**config.mk**
```make
export PLATFORM = sky130hd
export DESIGN_NAME = regfile_wb_bypass
export DESIGN_NICKNAME = d
export VERILOG_FILES = /design/src/rtl/regfile_wb_bypass.sv
export SDC_FILE = /design/constraint.sdc
export NUM_CORES = 2
export LEC_CHECK = 0
export ABC_AREA = 1
export BUFFER_PORTS_ARGS = -buffer_cell sky130_fd_sc_hd__buf_4
export CORE_ASPECT_RATIO = 0.9
export CORE_UTILIZATION = 35
export CTS_BUF_LIST = sky130_fd_sc_hd__clkbuf_8
export CTS_CLUSTER_SIZE = 30
export DETAILED_ROUTE_END_ITERATION = 8
export HOLD_SLACK_MARGIN = 0.06
export PLACE_DENSITY = 0.52
export SLEW_MARGIN = 20
export SYNTH_ARGS = -nofsm -noshare
export SYNTH_HDL_FRONTEND = slang
export SYNTH_SLANG_ARGS = --single-unit
export TNS_END_PERCENT = 5
```
**constraint.sdc**
```tcl
create_clock -name clock -period 2.65 [get_ports clock]
set_input_delay 0.53 -clock clock [delete_from_list [all_inputs] [get_ports clock]]
set_output_delay 0.53 -clock clock [all_outputs]
set_load 0.01 [all_outputs]
```
**src/rtl/regfile_wb_bypass.sv**
```systemverilog
// regfile_wb_bypass: decode-stage register file with a one-entry write-back register and read bypass
module regfile_wb_bypass #(
  parameter int DATA_W     = 32,
  parameter int ADDR_W     = 5,
  parameter bit INIT_INDEX = 1,
  parameter int LINK_REG   = 31,
  parameter int LINK_W     = 16,
  parameter bit BYPASS     = 1
) (
  input  logic              clock,
  input  logic              reset,
  input  logic [31:0]       Instruction,
  input  logic [DATA_W-1:0] ALU_result,
  input  logic [DATA_W-1:0] read_data,
  input  logic [31:0]       opcplus4,
  input  logic              RegWrite,
  input  logic              RegDst,
  input  logic              Jal,
  input  logic              MemtoReg,
  input  logic              stall,
  output logic [DATA_W-1:0] read_data_1,
  output logic [DATA_W-1:0] read_data_2,
  output logic [31:0]       Sign_extend,
  output logic              wb_pending,
  input  logic [ADDR_W-1:0] dbg_addr,
  output logic [DATA_W-1:0] dbg_data
);
  localparam int NREG = 2 ** ADDR_W;
  logic [DATA_W-1:0] regs_q [NREG];
  logic              wb_we_q, wb_we_d;
  logic [ADDR_W-1:0] wb_addr_q, wb_addr_d;
  logic [DATA_W-1:0] wb_data_q, wb_data_d;
  logic [ADDR_W-1:0] rs, rt, rd, dest;
  logic [DATA_W-1:0] wr_data;
  logic [5:0]        opcode;
  logic [15:0]       imm;
  logic              unused_ok;
  assign opcode    = Instruction[31:26];
  assign rs        = Instruction[21 +: ADDR_W];
  assign rt        = Instruction[16 +: ADDR_W];
  assign rd        = Instruction[11 +: ADDR_W];
  assign imm       = Instruction[15:0];
  assign unused_ok = ^{opcplus4, Instruction};
  always_comb begin
    dest        = Jal ? ADDR_W'(LINK_REG) : RegDst ? rd : rt;
    wr_data     = Jal ? DATA_W'(opcplus4[LINK_W-1:0]) : MemtoReg ? read_data : ALU_result;
    wb_we_d     = stall ? 1'b0 : RegWrite && (dest != '0);
    wb_addr_d   = stall ? wb_addr_q : dest;
    wb_data_d   = stall ? wb_data_q : wr_data;
    Sign_extend = (opcode >= 6'h0B && opcode <= 6'h0E) ? {16'h0, imm} : {{16{imm[15]}}, imm};
  end
  // A stalled cycle loads a bubble; the previous entry still commits on the same edge.
  always_ff @(posedge clock or negedge reset) begin
    if (!reset) begin
      for (int i = 0; i < NREG; i++) regs_q[i] <= INIT_INDEX ? DATA_W'(i) : '0;
      wb_we_q   <= 1'b0;
      wb_addr_q <= '0;
      wb_data_q <= '0;
    end else begin
      if (wb_we_q && wb_addr_q != '0) regs_q[wb_addr_q] <= wb_data_q;
      wb_we_q   <= wb_we_d;
      wb_addr_q <= wb_addr_d;
      wb_data_q <= wb_data_d;
    end
  end
  always_comb begin
    read_data_1 = (rs == '0) ? '0 : (BYPASS && wb_we_q && wb_addr_q == rs) ? wb_data_q : regs_q[rs];
    read_data_2 = (rt == '0) ? '0 : (BYPASS && wb_we_q && wb_addr_q == rt) ? wb_data_q : regs_q[rt];
    dbg_data    = regs_q[dbg_addr];
  end
  assign wb_pending = wb_we_q;
endmodule

```
==> metrics.log <==
[metrics] number of global-route vias before repair: 76540
[metrics] data required time of the critical path: 2.12 ns
[metrics] post-detailed-route via-to-cell ratio: 5.76
[metrics] area occupied by registers: 26700 sq um
[metrics] Top-Level Pins: 269
[metrics] FP Rows: 156
[metrics] placeable core area: 201000 sq um
[metrics] Cell Pwr Density: 616 nW/um^2
[metrics] xor and xnor fraction of the mapped netlist area: 0.000124
[metrics] post-placement setup slack: -0.687 ns
[metrics] highest metal layer used by the detailed router: met5
[metrics] Post-Place Cells: 13791
[metrics] Buffers on Ports: 230
[metrics] Met3 Wirelength: 43600 um
[metrics] commonest non-fill, non-tap cells in the layout: sky130_fd_sc_hd__nand2_1, sky130_fd_sc_hd__nand3_1, sky130_fd_sc_hd__o21ai_0, sky130_fd_sc_hd__inv_1, sky130_fd_sc_hd__dfrtp_1
[metrics] origin of the critical flop-to-flop path: wb_addr_q[0]
[metrics] clock latency at the later pin of the worst-skew pair: 1.03 ns
[metrics] total die area: 204000 sq um
[metrics] share of final-layout standard cells stronger than drive strength 1: 0.145
[metrics] cell taking the most area after synthesis: sky130_fd_sc_hd__dfrtp_1
[metrics] number of max-slew violations in the final report: 0
[metrics] cells after synthesis: 11096
[metrics] number of DRC violations after detailed routing: 0
[metrics] Hold Violations, Final: 0
[metrics] Synth area leaders: sky130_fd_sc_hd__dfrtp_1, sky130_fd_sc_hd__nand2_1, sky130_fd_sc_hd__o21ai_0, sky130_fd_sc_hd__nand3_1, sky130_fd_sc_hd__inv_1
[metrics] Worst EP arrival: 2.94 ns
[metrics] first drt pass iteration count: 8
[metrics] fraction of synthesized area in multiplexers: 0
[metrics] Net Count, Synth: 11236
[metrics] number of synthesis warnings: 0
[metrics] register area share after synthesis: 0.377
[metrics] TritonCTS clock tree: built
[metrics] area taken by multi-input logic gates: 37200 sq um
[metrics] post-synthesis share of cell area spent on full adders, half adders and majority gates: 0
[metrics] kind of end point of the critical path: output pin
[metrics] kind of start point of the critical path: register
[metrics] dominant combinational cell family by area after synthesis: simple AND/OR/NAND/NOR gates
[metrics] routability-driven placement congestion ratio: 0.967
[metrics] hold_sp: ALU_result[19]
[metrics] Tmin final: 3.47 ns
[metrics] post-synthesis simple-gate area fraction: 0.324
[metrics] clock-pin slew reported for the worst setup and hold paths after clock tree synthesis: 0.07 ns
[metrics] setup clock skew after layout: 0.0669 ns
[metrics] post-detailed-placement half-perimeter wirelength: 246000 um
[metrics] depth of the CTS H-tree: 4
[metrics] CP Class: reg2out
[metrics] area of the mapped netlist: 70700 sq um
[metrics] Initial Util: 0.352
[metrics] number of fillers in the final layout: 20714
[metrics] fraction of the mapped netlist area in compound gates: 0.189
[metrics] HP Class: in2reg
[metrics] Layout area overhead: 24.8%
[metrics] synthesis-stage register bit count: 1062
[metrics] average cell area after synthesis: 6.37 sq um
[metrics] met2 WL post-DR: 157000 um
[metrics] power consumption: 54.4 mW
[metrics] global-route wire length before repair: 541000 um
[metrics] Longest Clk Path Bufs: 3
[metrics] failing checks: negative setup slack
[metrics] wire length per cell: 26.5 um
[metrics] sinks on the clock net: 1062
[metrics] highest clock rate: 0.288 GHz
[metrics] width of the die: 476 um
[metrics] y dimension of the die: 428 um
[metrics] total number of nets in the final design: 11537
[metrics] remaining antenna violation count after routing: 0
[metrics] iteration-0 DRC count of the detailed router: 12069
[metrics] setup repair after global routing missed its margin: yes
[metrics] detailed-route wire length: 379000 um
[metrics] worst setup path startpoint: wb_addr_q[2]
[metrics] leak pwr: 42.3 nW
[metrics] post-detailed-placement cell area: 82000 sq um
[metrics] pin slew with the least headroom to its limit: 0.986 ns
[metrics] via count: 82123
[metrics] largest net degree at the start of global routing: 73
[metrics] unique cell type count in the Yosys netlist: 31
[metrics] initial antenna violation count: 15
[metrics] commonest non-fill, non-tap cell in the layout: sky130_fd_sc_hd__nand2_1
[metrics] peak supply drop: 404 uV
[metrics] cell at the root of the clock tree: sky130_fd_sc_hd__clkbuf_8
[metrics] M1 WL: 152000 um
[metrics] worst-case setup margin in the final layout: -0.822 ns
[metrics] Setup violations, final: 96
[metrics] share of the synthesized area in the top cell type: 0.348
[metrics] share of the cycle needed by the critical path after routing: 1.31
[metrics] Layout Cell Area excl Fill: 88300 sq um
[metrics] Tot GR Track Use: 0.363
[metrics] Setup Total Neg Slack: -54.88 ns
[metrics] maxcap violations: 0
[metrics] CTS Buf Count: 196
[metrics] result of the run: finished with violations
[metrics] largest fanout of any net on the critical path: 5
[metrics] Overflow after GRT: 0
[metrics] final instance count without filler cells: 14264
[metrics] worst max-slew margin expressed relative to the limit: 0.343
routing by layer:
| layer | GRT usage | vias to the layer above |
|---|---|---|
| li1 | - | 36804 |
| met1 | 0.481 | 38925 |
| met2 | 0.527 | 5232 |
| met3 | 0.0936 | 1158 |
| met4 | 0.222 | 4 |
| met5 | 0 | - |
state kept, by name, summed over array words and instances, names as in the netlist:
signal      flops
regs_q       1024
wb_pending      1
wb_addr_q       5
wb_data_q      32
per-stage QoR:
stage | hold WS, ns | utilization
final | 0.146 | 0.439
after global routing | 0.0697 | 0.439
after CTS | 0.0770 | 0.437
after detailed placement | 0.366 | 0.408
after global placement | 0.365 | 0.408
after floorplan | 0.234 | -
area by class of cell:
class	instances	area share
Antenna cell	14	0.000397
Clock buffer	247	0.0385
Clock inverter	118	0.00974
Inverter	993	0.0429
Multi-Input combinational cell	8002	0.422
Sequential cell	1062	0.302
Tap cell	2686	0.0381
Timing Repair Buffer	1142	0.146
timing repair:
| item | in CTS | in global routing |
|---|---|---|
| pin swaps | 26 | 21 |
| setup endpoints to repair | 96 | 98 |
| gates resized for setup | 298 | 143 |
| hold buffers | 78 | 0 |
| gates cloned | 2 | 2 |
| setup buffers | 9 | 7 |
| hold endpoints to repair | 594 | 0 |
synth_stat cells, drive strengths merged:
cell type  instances
a211oi            90
a21oi            433
and3               1
buf              160
clkbuf           879
clkinv             4
dfrtp            982
dfstp             80
inv              989
nand2           3350
nand3           1651
nand4              2
nor2             490
nor3              13
nor4               2
o211ai           206
o21ai           1700
o21bai            10
o221ai            21
o22ai             27
o2bb2ai            3
o41ai              1
or2                1
xor2               1
critical path, cell delays in order (launching register included):
cell and delay (ns):
sky130_fd_sc_hd__dfrtp_2 0.47, sky130_fd_sc_hd__buf_4 0.15, sky130_fd_sc_hd__o22ai_2 0.15, sky130_fd_sc_hd__a21oi_4 0.06
sky130_fd_sc_hd__nand3_4 0.13, sky130_fd_sc_hd__bufbuf_16 0.32, sky130_fd_sc_hd__o21ai_0 0.11, sky130_fd_sc_hd__a21oi_2 0.34
sky130_fd_sc_hd__buf_4 0.20
where the power goes:
| group | total [mW] | leakage [nW] | switching [mW] | internal (mW) |
|---|---|---|---|---|
| Sequential | 21.1 | 14.1 | 2.07 | 19.0 |
| Combinational | 15.6 | 25.8 | 10.0 | 5.58 |
| Clock | 17.7 | 2.41 | 8.17 | 9.55 |
| Total | 54.4 | 42.3 | 20.3 | 34.1 |
worst paths after layout:
check	end	slack [ns]	depth (start not counted)
hold reg to reg	regs_q[1004]	0.38	0
min in group asynchronous	regs_q[752]	0.27	3
max in group asynchronous	wb_data_q[10]	1.60	4
hold / removal	wb_data_q[19]	0.15	3
setup reg to reg	regs_q[655]	0.18	8
setup / recovery	read_data_1[1]	-0.82	8
logic make-up after synthesis:
group / count (synthesis)
AND/OR/NAND/NOR: 5510
XOR/XNOR: 1
AO/OA/AOI/OAI: 2491
flip-flops: 1062
buffers and inverters: 2032
No activity file was read; power rests on OpenSTA's default activity.
